===== src/rtl/mult_div_unit_pkg.sv =====
// Shared decode constants and FSM state type for the HI/LO multiply/divide unit.
package mult_div_unit_pkg;

   localparam logic [5:0] FUNCT_MFHI  = 6'h10;
   localparam logic [5:0] FUNCT_MTHI  = 6'h11;
   localparam logic [5:0] FUNCT_MFLO  = 6'h12;
   localparam logic [5:0] FUNCT_MTLO  = 6'h13;
   localparam logic [5:0] FUNCT_MULT  = 6'h18;
   localparam logic [5:0] FUNCT_MULTU = 6'h19;
   localparam logic [5:0] FUNCT_DIV   = 6'h1A;
   localparam logic [5:0] FUNCT_DIVU  = 6'h1B;

   localparam logic [4:0] LAST_ITER = 5'd31;

   typedef enum logic [1:0] {
      IDLE,
      CALC,
      FIXUP
   } muldiv_state_t;

endpackage


===== src/rtl/mult_div_unit.sv =====
// Iterative 32-cycle shift-add multiplier / restoring divider owning HI and LO.
module mult_div_unit
   import mult_div_unit_pkg::*;
(
   input  logic        clk,
   input  logic        reset,
   input  logic        start,
   input  logic [5:0]  fncode,
   input  logic [31:0] op_a,
   input  logic [31:0] op_b,
   output logic        busy,
   output logic        done,
   output logic [31:0] hi,
   output logic [31:0] lo
);

   muldiv_state_t state;
   logic [4:0]    cnt;
   logic [63:0]   acc;
   logic [31:0]   operand;
   logic [31:0]   a_save;
   logic          is_div;
   logic          neg_q;
   logic          neg_r;
   logic          div_zero;

   logic          signed_op;
   logic          muldiv_op;
   logic [31:0]   a_mag;
   logic [31:0]   b_mag;
   logic [32:0]   mul_sum;
   logic [63:0]   mul_step;
   logic [32:0]   div_pr;
   logic [32:0]   div_diff;
   logic [63:0]   div_step;
   logic [63:0]   prod_fix;
   logic [31:0]   quo_fix;
   logic [31:0]   rem_fix;

   assign busy = (state != IDLE);

   always_comb begin
      signed_op = (fncode == FUNCT_MULT) || (fncode == FUNCT_DIV);
      muldiv_op = (fncode == FUNCT_MULT) || (fncode == FUNCT_MULTU) ||
                  (fncode == FUNCT_DIV)  || (fncode == FUNCT_DIVU);
      a_mag = (signed_op && op_a[31]) ? -op_a : op_a;
      b_mag = (signed_op && op_b[31]) ? -op_b : op_b;

      // Multiply: add multiplicand into the upper half when the LSB is set, then shift right.
      mul_sum  = {1'b0, acc[63:32]} + {1'b0, operand};
      mul_step = acc[0] ? {mul_sum, acc[31:1]} : {1'b0, acc[63:1]};

      // Divide: the partial remainder after the left shift needs 33 bits.
      div_pr   = acc[63:31];
      div_diff = div_pr - {1'b0, operand};
      div_step = div_diff[32] ? {div_pr[31:0], acc[30:0], 1'b0}
                              : {div_diff[31:0], acc[30:0], 1'b1};

      prod_fix = neg_q ? -acc : acc;
      quo_fix  = neg_q ? -acc[31:0] : acc[31:0];
      rem_fix  = neg_r ? -acc[63:32] : acc[63:32];
   end

   always_ff @(posedge clk) begin
      if (reset) begin
         state    <= IDLE;
         cnt      <= '0;
         acc      <= '0;
         operand  <= '0;
         a_save   <= '0;
         is_div   <= 1'b0;
         neg_q    <= 1'b0;
         neg_r    <= 1'b0;
         div_zero <= 1'b0;
         done     <= 1'b0;
         hi       <= '0;
         lo       <= '0;
      end else begin
         done <= 1'b0;
         case (state)
            IDLE: begin
               if (start) begin
                  if (muldiv_op) begin
                     is_div   <= fncode[1];
                     neg_q    <= signed_op && (op_a[31] ^ op_b[31]);
                     neg_r    <= signed_op && op_a[31];
                     div_zero <= (op_b == '0);
                     a_save   <= op_a;
                     // Divide shifts the dividend out of the low half; multiply shifts the multiplier.
                     operand  <= fncode[1] ? b_mag : a_mag;
                     acc      <= {32'b0, fncode[1] ? a_mag : b_mag};
                     cnt      <= '0;
                     state    <= CALC;
                  end else if (fncode == FUNCT_MTHI) begin
                     hi <= op_a;
                  end else if (fncode == FUNCT_MTLO) begin
                     lo <= op_a;
                  end
               end
            end
            CALC: begin
               acc <= is_div ? div_step : mul_step;
               cnt <= cnt + 5'd1;
               if (cnt == LAST_ITER) begin
                  state <= FIXUP;
               end
            end
            FIXUP: begin
               if (!is_div) begin
                  hi <= prod_fix[63:32];
                  lo <= prod_fix[31:0];
               end else if (div_zero) begin
                  hi <= a_save;
                  lo <= '1;
               end else begin
                  hi <= rem_fix;
                  lo <= quo_fix;
               end
               cnt   <= '0;
               done  <= 1'b1;
               state <= IDLE;
            end
            default: state <= IDLE;
         endcase
      end
   end

endmodule


===== config.mk =====
export PLATFORM = sky130hd
export DESIGN_NAME = mult_div_unit
export DESIGN_NICKNAME = d
export VERILOG_FILES = /design/src/rtl/mult_div_unit_pkg.sv /design/src/rtl/mult_div_unit.sv
export SDC_FILE = /design/constraint.sdc
export NUM_CORES = 1
export LEC_CHECK = 0
export BUFFER_PORTS_ARGS = -buffer_cell sky130_fd_sc_hd__buf_2
export CORE_ASPECT_RATIO = 1.75
export CORE_MARGIN = 5
export CORE_UTILIZATION = 60
export DETAILED_ROUTE_END_ITERATION = 12
export GPL_ROUTABILITY_DRIVEN = 0
export GPL_TIMING_DRIVEN = 0
export MAX_ROUTING_LAYER = met4
export PLACE_DENSITY = 0.8
export REMOVE_ABC_BUFFERS = 1
export SLEW_MARGIN = 30
export SYNTH_ARGS = -nofsm -noshare
export SYNTH_HDL_FRONTEND = slang
export SYNTH_SLANG_ARGS = --single-unit

===== constraint.sdc =====
create_clock -name clk -period 7.05 [get_ports clk]
set_input_delay 0.705 -clock clk [delete_from_list [all_inputs] [get_ports clk]]
set_output_delay 0.705 -clock clk [all_outputs]
set_load 0.005 [all_outputs]

==> impl_metrics.yaml <==
outcome:
  status: "finished, final reports clean"
yosys:
  yosys_warnings: 0
  synth_top_family_by_area: "compound AO/OA/AOI/OAI gates"
  synthTopCellsByArea: "dfxtp_1 24%, a21oi_1 7.6%, nand2_1 6.3%, ha_1 5.4%, nor2_1 5.2%"
  ys_seq_area_frac: 0.240
  yosysMostFrequentCell: "nand2_1"
  syn_area_per_cell_um2: 7.23
  synth_cells: 2355
  synth_top_cell_area_share: 0.240
  yosys.area_share.adder: 0.0560
  async_flop_share: 0
  synth-edff-count: 0
  synth-simple-area-share: 0.209
  synth_common_cells: "287 x nand2_1, 259 x a21oi_1, 235 x nor2_1"
  syn-cell-area_mm2: 0.0170
  synth_cell_types: 77
  post-synth-top-area-cell: "dfxtp_1"
  ys.flop_type: "dfxtp_1"
  synthMuxAreaShare: 0.0566
  ys_seq_elements: 204
  synthXorXnorAreaFrac: 0.0838
  synth_compound_area_frac: 0.298
clock_network:
  cts_buffers: 20
  clk_pin_slew_ps: 60
  cts_resized: 0
  cts_hold_buf: 0
  root_buffer: "clkbuf_16"
  cts_sinks: 204
  cts_buffer_depth: 3
  clk-insertion-delay-late_ps: 520
  htree_levels: 1
  postCtsSetupRepairBufs: 0
  cts_tree: "done"
critical_path:
  critPathMaxFanout: 55
  crit_arrival_ps: 5340
  rrSetupSlack_ps: 2150
  r2r-start: "state[1]"
  cp_slowest_cell: "clkinv_1"
  crit_path_end_kind: "flop"
  max_stage_delay_ps: 1050
  cp-start-kind: "flop"
  path_buf_inv: 2
  cp-startpoint: "state[1]"
  path_class: "flop to flop"
  path_delay_family: "simple AND/OR/NAND/NOR gates"
  crit_path_cell_trace: "inv_1 > ha_4 > clkinv_1 > or3_1 > nor2_1 > nand2_1 > or3b_2 > a22oi_1"
  crit_required_ps: 7490
  r2r_end: "acc[62]"
  reg2regPathDepth: 8
final_layout:
  drive_above_1_share: 0.116
  fin_nets: 2497
  synthToLayoutAreaGrowth_pct: 9.34
  fin_util: 0.666
timing:
  tns_ps: 0
  skew_ps: 8.02
  slew_viol_final: 0
  min_period_over_period: 0.695
  slew_headroom: 0.295
  hold_ws_ps: 448
  max_clock_freq_mhz: 204
  finalSetupViolCount: 0
  grt_setup_unrepaired: "false"
  hold_violations: 0
  worst_pin_slew_ps: 1050
  period_minus_slack_ps: 4900
grt:
  grt_max_degree: 95
  grt_pass1_vias: 18600
  antenna_found_initial: 3
  grt_usage: 0.391
  overflow: 0
  grt_first_pass_wirelength_mm: 97.4
route:
  routedWlPerCell_um: 22.7
  via_per_inst: 6.92
  drtIter0Drc: 2272
  wl_mm: 62.1
  ant_nets: 0
  num_vias: 18900
  drc: 0
  first_pass_iters: 9
placement:
  io_buffer_count: 138
  hpwl_mm: 45.1
die:
  die_h_um: 233
  die_area_mm2: 0.0320
  core-area_mm2: 0.0280
  die_x_um: 137
  pin_count: 139
  start_util: 0.609
  num_rows: 81
pwr:
  peakVddDrop_mv: 0.172
  power.leakage_nw: 7.20
  power_density_mw_per_mm2: 147
  p_total_w: 0.00273
hold_path:
  min_to: "lo[2]"
  hp-class: "flop to flop"
  worstHoldPathCells: 2
  hold_start: "lo[2]"
run:
  drv_cap: 0
==> layout make-up <==
| class | count | area, um^2 |
|---|---|---|
| multi-input combinational | 1899 | 12100 |
| sequential | 204 | 4100 |
| inverter | 65 | 245 |
| timing repair buffer | 159 | 1060 |
| clock inverter | 4 | 22.5 |
| antenna | 3 | 7.51 |
| tap | 373 | 467 |
| fill | 2442 | 9350 |
| clock buffer | 30 | 599 |
==> logic make-up (layout without fill, tap and decap cells) <==
group,Yosys count,count (layout)
other,0,3
xor gates and xnor gates,163,163
buffers and inverters,252,258
DFF,204,204
and+or+nand+nor,782,782
adders and majority gates,75,75
muxes,92,92
AOI/OAI and AO/OA,787,787
==> metal layers <==
layer / wire length, um / GRT usage / part of all wire / vias to the layer above
met1: 21200 / 0.410 / 0.34 / 8636
met5: 0 / - / 0 / -
li1: - / - / - / 8581
met2: 29500 / 0.631 / 0.47 / 1274
met3: 5540 / 0.0712 / 0.089 / 443
met4: 5910 / 0.318 / 0.095 / 0
==> how the worst max path moves through the flow <==
| stage | to | depth (start not counted) |
|---|---|---|
| 2_1_floorplan | acc[61] | 9 |
| 3_3_place_gp | acc[61] | 10 |
| 3_5_place_dp | acc[62] | 11 |
| 4_1_cts | acc[62] | 8 |
| 5_1_grt | acc[62] | 8 |
| 6_report | acc[62] | 8 |
==> cells in the final DEF, fill, tap and decap left out, types with 30 or more instances in the layout <==
cell type / instances
o21ai_0: 135
o31ai_1: 32
nor3_1: 58
o211ai_1: 32
buf_2: 138
mux2i_1: 58
inv_1: 62
xor2_1: 70
nor2_1: 232
a211oi_1: 79
nand3_1: 40
nand2_1: 286
a21oi_1: 258
mux2_2: 34
xnor2_1: 93
ha_1: 71
a21o_1: 30
dfxtp_1: 199
o221ai_1: 45
==> metrics by stage <==
step	std cells	area [um^2]	setup WS [ps]
floorplan	2168	16300	48.6
global placement	2679	17500	-5490
detailed placement	2700	18000	2330
CTS	2734	18600	2400
global route	2737	18600	2130
finish	2737	18600	2150
==> flip-flops by register name (all words and copies together), names as in the netlist <==
name and count:
cnt 5, hi 32, neg_r 1, done 1
neg_q 1, operand 32, lo 32, acc 64
state 2, div_zero 1, is_div 1, a_save 32
==> worst min-delay path, delay by kind of cell (launching register included) <==
kind / cells / cell delay [ps]
flip-flops: 1 / 300
AND/OR/NAND/NOR: 1 / 50
AO/OA/AOI/OAI: 1 / 50
==> power by group <==
group | switching [W] | total (W) | internal [W] | leakage, nW
Combinational | 0.000311 | 0.000480 | 0.000169 | 5.24
Sequential | 0.0000157 | 0.00118 | 0.00116 | 1.65
Clock | 0.000486 | 0.00107 | 0.000587 | 0.305
Power figures use the tool's default switching activity.
